**config.mk**
```make
export PLATFORM = sky130hd
export DESIGN_NAME = dbiu_axi_bridge
export DESIGN_NICKNAME = d
export VERILOG_FILES = /design/src/rtl/param_pkg.sv /design/src/rtl/dbiu_axi_bridge.sv
export SDC_FILE = /design/constraint.sdc
export NUM_CORES = 1
export LEC_CHECK = 0
export ABC_AREA = 1
export CAP_MARGIN = 20
export CORE_MARGIN = 5
export CORE_UTILIZATION = 43
export CTS_BUF_LIST = sky130_fd_sc_hd__clkbuf_2 sky130_fd_sc_hd__clkbuf_4 sky130_fd_sc_hd__clkbuf_8
export DETAILED_ROUTE_END_ITERATION = 8
export PLACE_DENSITY = 0.84
export SYNTH_ARGS = -nofsm -noshare
export SYNTH_HDL_FRONTEND = slang
export SYNTH_SLANG_ARGS = --single-unit
```
**constraint.sdc**
```tcl
create_clock -name clk -period 2.8 [get_ports clk]
set_clock_uncertainty 0.05 [all_clocks]
set_input_delay 0.42 -clock clk [delete_from_list [all_inputs] [get_ports clk]]
set_output_delay 0.42 -clock clk [all_outputs]
set_load 0.005 [all_outputs]
```
**src/rtl/param_pkg.sv**
```systemverilog
// Shared data-bus parameters and AXI4 encodings for the DBIU.
// Provides DBUS_AW/DBUS_DW/DBUS_ISEL, AXI response/burst codes and a size helper.
package param_pkg;

  localparam int DBUS_AW   = 32;
  localparam int DBUS_DW   = 32;
  localparam int DBUS_ISEL = DBUS_DW / 8;

  localparam logic [1:0] AXI_RESP_OKAY   = 2'b00;
  localparam logic [1:0] AXI_RESP_EXOKAY = 2'b01;
  localparam logic [1:0] AXI_RESP_SLVERR = 2'b10;
  localparam logic [1:0] AXI_RESP_DECERR = 2'b11;

  localparam logic [1:0] AXI_BURST_INCR  = 2'b01;

  // AXI size code for a full-width beat: log2 of bytes per beat.
  function automatic logic [2:0] axi_size(input int dw);
    return 3'($clog2(dw / 8));
  endfunction

endpackage

```
**src/rtl/dbiu_axi_bridge.sv**
```systemverilog
// DBIU: CPU req/ack data port to single-beat AXI4 master, one transaction in flight.
// Ports: clk, rst_n (sync, active low); CPU req/adr/dat/we/sel in, dat/ack out;
// AXI4 AW/W/B/AR/R channels; err_dbiu2m only when DBIU_RESP_ERR_EN is defined.
module dbiu_axi_bridge
  import param_pkg::*;
#(
  parameter int AXI_ID_W = 4,
  parameter int AXI_ID   = 0
) (
  input  logic                 clk,
  input  logic                 rst_n,

  input  logic                 req_m2dbiu,
  input  logic [DBUS_AW-1:0]   adr_m2dbiu,
  input  logic [DBUS_DW-1:0]   dat_m2dbiu,
  input  logic                 we_m2dbiu,
  input  logic [DBUS_ISEL-1:0] sel_m2dbiu,
  output logic [DBUS_DW-1:0]   dat_dbiu2m,
  output logic                 ack_dbiu2m,
`ifdef DBIU_RESP_ERR_EN
  output logic                 err_dbiu2m,
`endif

  output logic [AXI_ID_W-1:0]  axi_awid,
  output logic [DBUS_AW-1:0]   axi_awaddr,
  output logic [7:0]           axi_awlen,
  output logic [2:0]           axi_awsize,
  output logic [1:0]           axi_awburst,
  output logic                 axi_awvalid,
  input  logic                 axi_awready,

  output logic [DBUS_DW-1:0]   axi_wdata,
  output logic [DBUS_ISEL-1:0] axi_wstrb,
  output logic                 axi_wlast,
  output logic                 axi_wvalid,
  input  logic                 axi_wready,

  input  logic [AXI_ID_W-1:0]  axi_bid,
  input  logic [1:0]           axi_bresp,
  input  logic                 axi_bvalid,
  output logic                 axi_bready,

  output logic [AXI_ID_W-1:0]  axi_arid,
  output logic [DBUS_AW-1:0]   axi_araddr,
  output logic [7:0]           axi_arlen,
  output logic [2:0]           axi_arsize,
  output logic [1:0]           axi_arburst,
  output logic                 axi_arvalid,
  input  logic                 axi_arready,

  input  logic [AXI_ID_W-1:0]  axi_rid,
  input  logic [DBUS_DW-1:0]   axi_rdata,
  input  logic [1:0]           axi_rresp,
  input  logic                 axi_rlast,
  input  logic                 axi_rvalid,
  output logic                 axi_rready
);

  typedef enum logic [2:0] {
    IDLE,
    WR_AW_W,
    WR_B,
    RD_AR,
    RD_R,
    ACK
  } state_t;

  state_t state, state_n;

  logic                 awvalid_n, wvalid_n, bready_n;
  logic                 arvalid_n, rready_n, ack_n;
  logic [DBUS_AW-1:0]   awaddr_n, araddr_n;
  logic [DBUS_DW-1:0]   wdata_n, dat_n;
  logic [DBUS_ISEL-1:0] wstrb_n;
  logic                 aw_done, w_done;
`ifdef DBIU_RESP_ERR_EN
  logic                 err_n;
`endif

  // Single-beat INCR bursts with a fixed ID.
  assign axi_awid    = AXI_ID_W'(AXI_ID);
  assign axi_awlen   = 8'd0;
  assign axi_awsize  = axi_size(DBUS_DW);
  assign axi_awburst = AXI_BURST_INCR;
  assign axi_wlast   = 1'b1;
  assign axi_arid    = AXI_ID_W'(AXI_ID);
  assign axi_arlen   = 8'd0;
  assign axi_arsize  = axi_size(DBUS_DW);
  assign axi_arburst = AXI_BURST_INCR;

  // A channel counts as done once its valid has dropped
  // or its handshake happens this cycle.
  assign aw_done = !axi_awvalid || axi_awready;
  assign w_done  = !axi_wvalid  || axi_wready;

  logic unused_in;
  assign unused_in = ^{axi_bid, axi_rid, axi_rlast,
                       axi_bresp, axi_rresp};

  always_comb begin
    state_n   = state;
    awvalid_n = axi_awvalid;
    wvalid_n  = axi_wvalid;
    bready_n  = axi_bready;
    arvalid_n = axi_arvalid;
    rready_n  = axi_rready;
    ack_n     = 1'b0;
    awaddr_n  = axi_awaddr;
    araddr_n  = axi_araddr;
    wdata_n   = axi_wdata;
    wstrb_n   = axi_wstrb;
    dat_n     = dat_dbiu2m;
`ifdef DBIU_RESP_ERR_EN
    err_n     = 1'b0;
`endif
    unique case (state)
      IDLE: begin
        if (req_m2dbiu) begin
          if (we_m2dbiu) begin
            state_n   = WR_AW_W;
            awvalid_n = 1'b1;
            wvalid_n  = 1'b1;
            awaddr_n  = adr_m2dbiu;
            wdata_n   = dat_m2dbiu;
            wstrb_n   = sel_m2dbiu;
          end else begin
            state_n   = RD_AR;
            arvalid_n = 1'b1;
            araddr_n  = adr_m2dbiu;
          end
        end
      end
      WR_AW_W: begin
        if (axi_awvalid && axi_awready)
          awvalid_n = 1'b0;
        if (axi_wvalid && axi_wready)
          wvalid_n = 1'b0;
        if (aw_done && w_done) begin
          state_n  = WR_B;
          bready_n = 1'b1;
        end
      end
      WR_B: begin
        if (axi_bvalid && axi_bready) begin
          state_n  = ACK;
          bready_n = 1'b0;
          ack_n    = 1'b1;
`ifdef DBIU_RESP_ERR_EN
          err_n    = axi_bresp[1];
`endif
        end
      end
      RD_AR: begin
        if (axi_arvalid && axi_arready) begin
          state_n   = RD_R;
          arvalid_n = 1'b0;
          rready_n  = 1'b1;
        end
      end
      RD_R: begin
        if (axi_rvalid && axi_rready) begin
          state_n  = ACK;
          rready_n = 1'b0;
          ack_n    = 1'b1;
          dat_n    = axi_rdata;
`ifdef DBIU_RESP_ERR_EN
          err_n    = axi_rresp[1];
`endif
        end
      end
      ACK: begin
        state_n = IDLE;
      end
      default: begin
        state_n = IDLE;
      end
    endcase
  end

  always_ff @(posedge clk) begin
    if (!rst_n) begin
      state       <= IDLE;
      axi_awvalid <= 1'b0;
      axi_wvalid  <= 1'b0;
      axi_bready  <= 1'b0;
      axi_arvalid <= 1'b0;
      axi_rready  <= 1'b0;
      ack_dbiu2m  <= 1'b0;
      axi_awaddr  <= '0;
      axi_araddr  <= '0;
      axi_wdata   <= '0;
      axi_wstrb   <= '0;
      dat_dbiu2m  <= '0;
`ifdef DBIU_RESP_ERR_EN
      err_dbiu2m  <= 1'b0;
`endif
    end else begin
      state       <= state_n;
      axi_awvalid <= awvalid_n;
      axi_wvalid  <= wvalid_n;
      axi_bready  <= bready_n;
      axi_arvalid <= arvalid_n;
      axi_rready  <= rready_n;
      ack_dbiu2m  <= ack_n;
      axi_awaddr  <= awaddr_n;
      axi_araddr  <= araddr_n;
      axi_wdata   <= wdata_n;
      axi_wstrb   <= wstrb_n;
      dat_dbiu2m  <= dat_n;
`ifdef DBIU_RESP_ERR_EN
      err_dbiu2m  <= err_n;
`endif
    end
  end

endmodule
```
==> results by group, run 1 <==
Run status
  – Run status: finished clean

Global routing
  – Remaining Overflow, GRT: 0
  – Largest net degree at the start of global routing: 41
  – GRT Overall Usage: 20.06%
  – Vias in the first global route: 4,727
  – First-pass GRT wire length: 23.40 mm
  – Initial antenna violation count: 0

Route
  – DR vias: between 5,000 and 6,000
  – Vias/cell: ~4.6
  – Post-route antenna net violation count: 0
  – Routed Wire Length: 15.36 mm
  – Post-DR wirelength/cell: 13.91 µm
  – 1st-pass router iterations: 7
  – DRC Markers: 0
  – Initial DRC count: 310

Clock tree
  – CTS tree: yes
  – Cts hold-fix bufs: 0
  – Number of gates resized after CTS: 0
  – CTS Root Cell: clkbuf_8
  – Clock H-tree levels: 4
  – Clock Sinks: 141
  – Reg clk slew, reported paths: 0.07 ns
  – Worst-Skew Late Latency: 0.44 ns
  – CTS Buffer Depth: 2
  – Num CTS Buffers: 17
  – Setup Buffers After CTS: 0

STA
  – Setup-failing EPs final: 0
  – Final hold vios: 0
  – Tcrit/Tclk final: 67.40%
  – RSZ-0062 raised after global routing: no
  – Final min period: approximately 1.9 ns
  – Max Slew Vio Count: 0
  – Setup TNS: 0 ns
  – Final hold slack: 0.3921 ns
  – Slew HR: slightly below 60%
  – Worst-Margin Slew: around 0.63 ns
  – Max Freq: 529.9 MHz

Yosys
  – YS warnings: 0
  – Register bit total from synthesis: 141
  – Mapped cell area: roughly 5400 µm²
  – Register area share after synthesis: ~52%
  – Avg Synthesized Cell Area: between 7 and 8 µm²
  – Mapped Cells: a little under 700
  – Synth cell types: 24

Setup path
  – Crit Path Max Fanout: 34
  – Arrival time at the worst endpoint: between 2 and 2.5 ns
  – CP Class: reg -> reg
  – WP data required: 3.07 ns
  – Worst setup path startpoint: state[2]
  – CP startpoint kind: flop
  – FF-to-FF Start: state[2]
  – Nature of the critical path endpoint: flop

Final layout
  – Finished Core Util: between 60% and 70%
  – Fin area: 8248 µm²
  – Commonest non-fill, non-tap cell in the layout: clkdlybuf4s50_1
  – Final #Nets: 1,041
  – Most frequent cells in the layout: clkdlybuf4s50_1 (245), dfxtp_1 (141), a21oi_1 (106), nand2_1 (89), nor2_1 (77)
  – Share of layout cells above drive strength 1: under 10%
  – ANT cells: 0
  – Synth-to-layout area growth: 51.61%

Pwr
  – Net switching power figure: 0.001603 W
  – Logic pwr share: about a quarter
  – Leak Pwr: 3.147 nW
  – Clock network power share: 31.3%
  – Maximum vdd drop: around 0.54 mV
  – P per Cell Area: 695.4 nW/µm²
  – Sequential group share of total power: a little over two fifths
  – Internal power: 0.004133 W
  – Switching share of total power: 27.94%
  – PnR Total Power: 0.005736 W

Placed design
  – Placed cell area: 7801 µm²
  – DPL Wire Length: 11.35 mm
  – Global placement routability congestion: 0.7965
  – Number of port buffers: 246

Run
  – Max-Cap Viols: 0

Die
  – Die Span X: 122.5 µm
  – Initial core utilization: approximately 43%
  – Num ports: 295
  – Core area: 12,520 µm²
  – Num rows: 41
  – Die height: 122.5 µm
  – Die Area: 15,000 µm²

Worst hold path
  – Hold_sp: axi_wdata[3]
  – Worst min path class: reg -> reg
[worst paths after layout]
path,to,slack [ns],depth (start not counted)
max reg2reg,axi_awaddr[16],0.91,7
min,axi_wdata[3],0.39,2
max,axi_awaddr[16],0.91,7
min reg2reg,axi_wdata[3],0.39,2
[Yosys cell counts, drive strengths merged]
cell | n | area [µm²]
nor3 | 2 | 21.27
nand4 | 1 | 12.51
clkbuf | 17 | 63.81
nor2 | 79 | 306.5
a21oi | 106 | 530.5
nand3 | 5 | 30.03
dfxtp | 141 | 2823
o31ai | 1 | 7.510
inv | 79 | 296.5
nand2 | 90 | 345.3
o21ai | 103 | 515.5
a31oi | 1 | 6.260
conb | 2 | 7.510
buf | 60 | 474.2
[worst max-delay path, stage by stage, from the launching register on]
cell	delay [ns]
dfxtp_1	0.42
nor2_4	0.23
nand2_4	0.08
inv_2	0.08
nand3_4	0.30
buf_4	0.33
o21ai_1	0.21
a21oi_1	0.06
[cell type report]
class	instances	area, µm²
clock buffer	21	282.8
timing repair buffer	257	2552
multi-input combinational	423	1914
sequential	141	2823
fill	1059	4269
inverter	79	296.5
clock inverter	11	163.9
tap	172	215.2
[power groups by stage]
stage	Clock (W)	Combinational [W]	Sequential [W]
after global placement	0	0.00147	0.00249
after detailed placement	0	0.00149	0.00250
final	0.00179	0.00148	0.00246
after CTS	0.00184	0.00150	0.00246
after global routing	0.00194	0.00165	0.00250
after floorplan	0	0.000719	0.00250
[per-layer routing]
| metal | vias up | share of wire (%) | track usage (%) |
|---|---|---|---|
| li1 | 2592 | - | - |
| met1 | 2260 | 39 | 21.60 |
| met2 | 167 | 48 | 33.29 |
| met3 | 27 | 11 | 9.954 |
| met4 | 0 | 2.5 | 8.747 |
| met5 | - | 0 | 0 |
[cells by family (layout without fill, tap and decap cells)]
group | count (synthesis) | count (layout) | synth area share, %
AO/OA/AOI/OAI | 211 | 211 | 19.48
buffers and inverters | 156 | 368 | 15.34
AND/OR/NAND/NOR | 177 | 177 | 13.16
flip-flops | 141 | 141 | 51.89
other | 2 | 35 | 0.1380
[stage by stage]
step / std cells / worst slack [ns]
global route: 1104 / 0.7241
floorplan: 720 / 1.437
global placement: 1072 / 0.6252
finish: 1104 / 0.9128
detailed placement: 1072 / 0.5883
CTS: 1104 / 0.8841
[state kept, by name, indices dropped and copies added (netlist names), 3 cells and up]
name and count:
dat_dbiu2m 32, axi_wstrb 4, state 3, axi_wdata 32, axi_awaddr 32, axi_araddr 32
Note: power is estimated with default switching activity, not from simulation.
==> inputs of run 2 (changes only) <==
--- a/config.mk
+++ b/config.mk
@@ -8,10 +8,10 @@
 export ABC_AREA = 1
 export CAP_MARGIN = 20
 export CORE_MARGIN = 5
-export CORE_UTILIZATION = 43
+export CORE_UTILIZATION = 36
 export CTS_BUF_LIST = sky130_fd_sc_hd__clkbuf_2 sky130_fd_sc_hd__clkbuf_4 sky130_fd_sc_hd__clkbuf_8
 export DETAILED_ROUTE_END_ITERATION = 8
-export PLACE_DENSITY = 0.84
+export PLACE_DENSITY = 0.75
 export SYNTH_ARGS = -nofsm -noshare
 export SYNTH_HDL_FRONTEND = slang
 export SYNTH_SLANG_ARGS = --single-unit
==> constraint.sdc (replaced) <==
create_clock -name clk -period 1.7 [get_ports clk]
set_clock_uncertainty 0.05 [all_clocks]
set_input_delay 0.255 -clock clk [delete_from_list [all_inputs] [get_ports clk]]
set_output_delay 0.255 -clock clk [all_outputs]
set_load 0.005 [all_outputs]
==> run 2 against run 1 <==
  * Clock power grew 58%
  * Setup slack lost 0.82 ns
  * Hold slack got worse by 0.11 ns
  * Sequential share of layout area decreased by 0.65 points
  * Critical endpoint is now axi_awaddr[28]
==> results by group, run 2 (synthesis results as in run 1) <==
Route
  – Initial DRC count: about 180
  – DRC Markers: 0
  – DR vias: roughly 5,000
  – Vias/cell: around 4.4
  – Post-DR wirelength/cell: 13.64 µm
  – Routed Wire Length: 15.37 mm
  – Post-route antenna net violation count: 0
  – 1st-pass router iterations: 5

Setup path
  – CP startpoint kind: flop
  – Buf+Inv Stages, Crit Path: 1
  – Slowest stage cell on the critical path: clkdlybuf4s50_1
  – WP data required: 1.39 ns
  – Reg2Reg Setup Slack: about 0.19 ns
  – Largest stage delay, worst path: 0.52 ns
  – FF-to-FF Start: state[1]
  – FF-to-FF path depth: 8
  – CP Cell Sequence: clkdlybuf4s50_1
  – Arrival time at the worst endpoint: 1.30 ns
  – Reg-to-Reg End: axi_araddr[20]
  – Nature of the critical path endpoint: output port
  – CP Class: reg -> out
  – Crit Path Max Fanout: 2
  – CP top delay family: buffers and inverters

Clock tree
  – CTS tree: yes
  – Clock H-tree levels: 4
  – Reg clk slew, reported paths: around 0.08 ns
  – Num CTS Buffers: 17
  – Setup Buffers After CTS: 0
  – CTS Root Cell: clkbuf_8
  – CTS Buffer Depth: 2
  – Worst-Skew Late Latency: around 0.43 ns
  – Clock Sinks: 141

Global routing
  – Initial antenna violation count: 1
  – GRT Overall Usage: 17.01%
  – First-pass GRT wire length: 24.08 mm
  – Largest net degree at the start of global routing: 85
  – Vias in the first global route: roughly 4,600
  – Remaining Overflow, GRT: 0

Final layout
  – Most frequent cells in the layout: clkdlybuf4s50_1 (232), dfxtp_1 (140), a21oi_1 (106), nand2_1 (89), nor2_1 (77)
  – ANT cells: 0
  – Fin area: approximately 8400 µm²
  – Final #Nets: 1,048
  – Cell Count, Final, Fillers Out: ~1,100
  – Share of layout cells above drive strength 1: 6.709%
  – Synth-to-layout area growth: 54.60%
  – Commonest non-fill, non-tap cell in the layout: clkdlybuf4s50_1
  – Filler instances: 1,418

Placed design
  – Dpl cells: roughly 1,100
  – Placed cell area: roughly 8000 µm²
  – Global placement routability congestion: around 0.77
  – DPL Wire Length: 11.19 mm
  – Number of port buffers: 246

Die
  – Die Span X: 132.9 µm
  – Die Area: 17,670 µm²
  – Die height: 132.9 µm
  – Num rows: between 40 and 50
  – Core area: 15,030 µm²
  – Initial core utilization: 36.19%
  – Num ports: slightly below 300

Run status
  – Run status: finished clean

Pwr
  – Leak Pwr: 3.402 nW
  – Maximum vdd drop: 0.7859 mV
  – P per Cell Area: 1118 nW/µm²

STA
  – Final min period: 1.605 ns
  – Tcrit/Tclk final: a little over nine tenths
  – Setup-failing EPs final: 0
  – Slew HR: 55.76%
  – Worst-Margin Slew: 0.6626 ns
  – Max Slew Vio Count: 0
  – Max Freq: 622.9 MHz
  – RSZ-0062 raised after global routing: no
  – Final hold vios: 0

Worst hold path
  – Hold Path Depth: 4
  – Hold_sp: rst_n
  – Worst min path class: in -> reg
  – Worst Hold End: state[2]

Run
  – Max-Cap Viols: 0
==> run 2: cell count changes in the layout (fill, tap and decap cells not counted) <==
cell,delta
dfxtp_2,+1
clkinvlp_4,-1
clkdlybuf4s50_1,-13
clkinv_2,+1
dlymetal6s2s_1,+11
dlygate4sd2_1,+2
bufinv_16,-1
dfxtp_1,-1
buf_12,+7
clkinv_4,+1
==> run 2: cell type report <==
cell class | instances | area, µm² | share of cell area, %
Inverter | 79 | 296.5 | 3.526
Clock inverter | 11 | 140.1 | 1.666
Sequential cell | 141 | 2824 | 33.58
Tap cell | 188 | 235.2 | 2.797
Clock buffer | 21 | 282.8 | 3.362
Multi-Input combinational cell | 423 | 1914 | 22.76
Timing Repair Buffer | 264 | 2718 | 32.31
==> run 2: worst max-delay path by stage <==
stage | startpoint | endpoint | slack, ns | cells past startpoint
final | axi_awaddr[28] | axi_awaddr[28] | 0.09 | 1
after global routing | axi_wdata[20] | axi_wdata[20] | 0.0004 | 1
after CTS | axi_rready | axi_rready | 0.02 | 1
after detailed placement | req_m2dbiu | axi_araddr[20] | -0.03 | 8
after global placement | req_m2dbiu | axi_araddr[18] | -0.009 | 8
after floorplan | state[2] | axi_awaddr[10] | 0.34 | 9
==> run 2: routing by layer <==
layer  share of wire [%]  GRT usage, %
met1                  42         19.99
met2                  46         26.21
met3                  10         9.658
met4                 1.7         5.600
met5               0.078             0
==> run 2: through the flow <==
stage	hold slack (ns)	power (W)	setup TNS [ns]	utilization (%)	worst slack, ns
after CTS	0.2492	0.009583	0	55.76	0.02098
after global routing	0.2562	0.01003	0	55.95	0.0003553
after detailed placement	0.3842	0.006696	-0.09992	52.96	-0.02842
after floorplan	0.3399	0.005306	0	-	0.3371
after global placement	0.3801	0.006657	-0.03272	52.96	-0.009088
final	0.2859	0.009407	0	55.95	0.09450
==> run 2: report_power, final <==
part,switching (W),total (W),internal [W]
Combinational,0.00115,0.00255,0.00140
Sequential,0.000253,0.00402,0.00377
Clock,0.00125,0.00283,0.00158
==> run 2: tightest hold or removal path, cell delays in order <==
cell and delay [ns]:
buf_2 0.13, buf_4 0.21, nand2_1 0.09, nor2_1 0.03
==> run 2: what timing repair did <==
item                       4_1_cts  5_1_grt
hold buffers                     0        0
gates resized for setup          3       11
setup endpoints to repair        3       11
pin swaps                        0        0
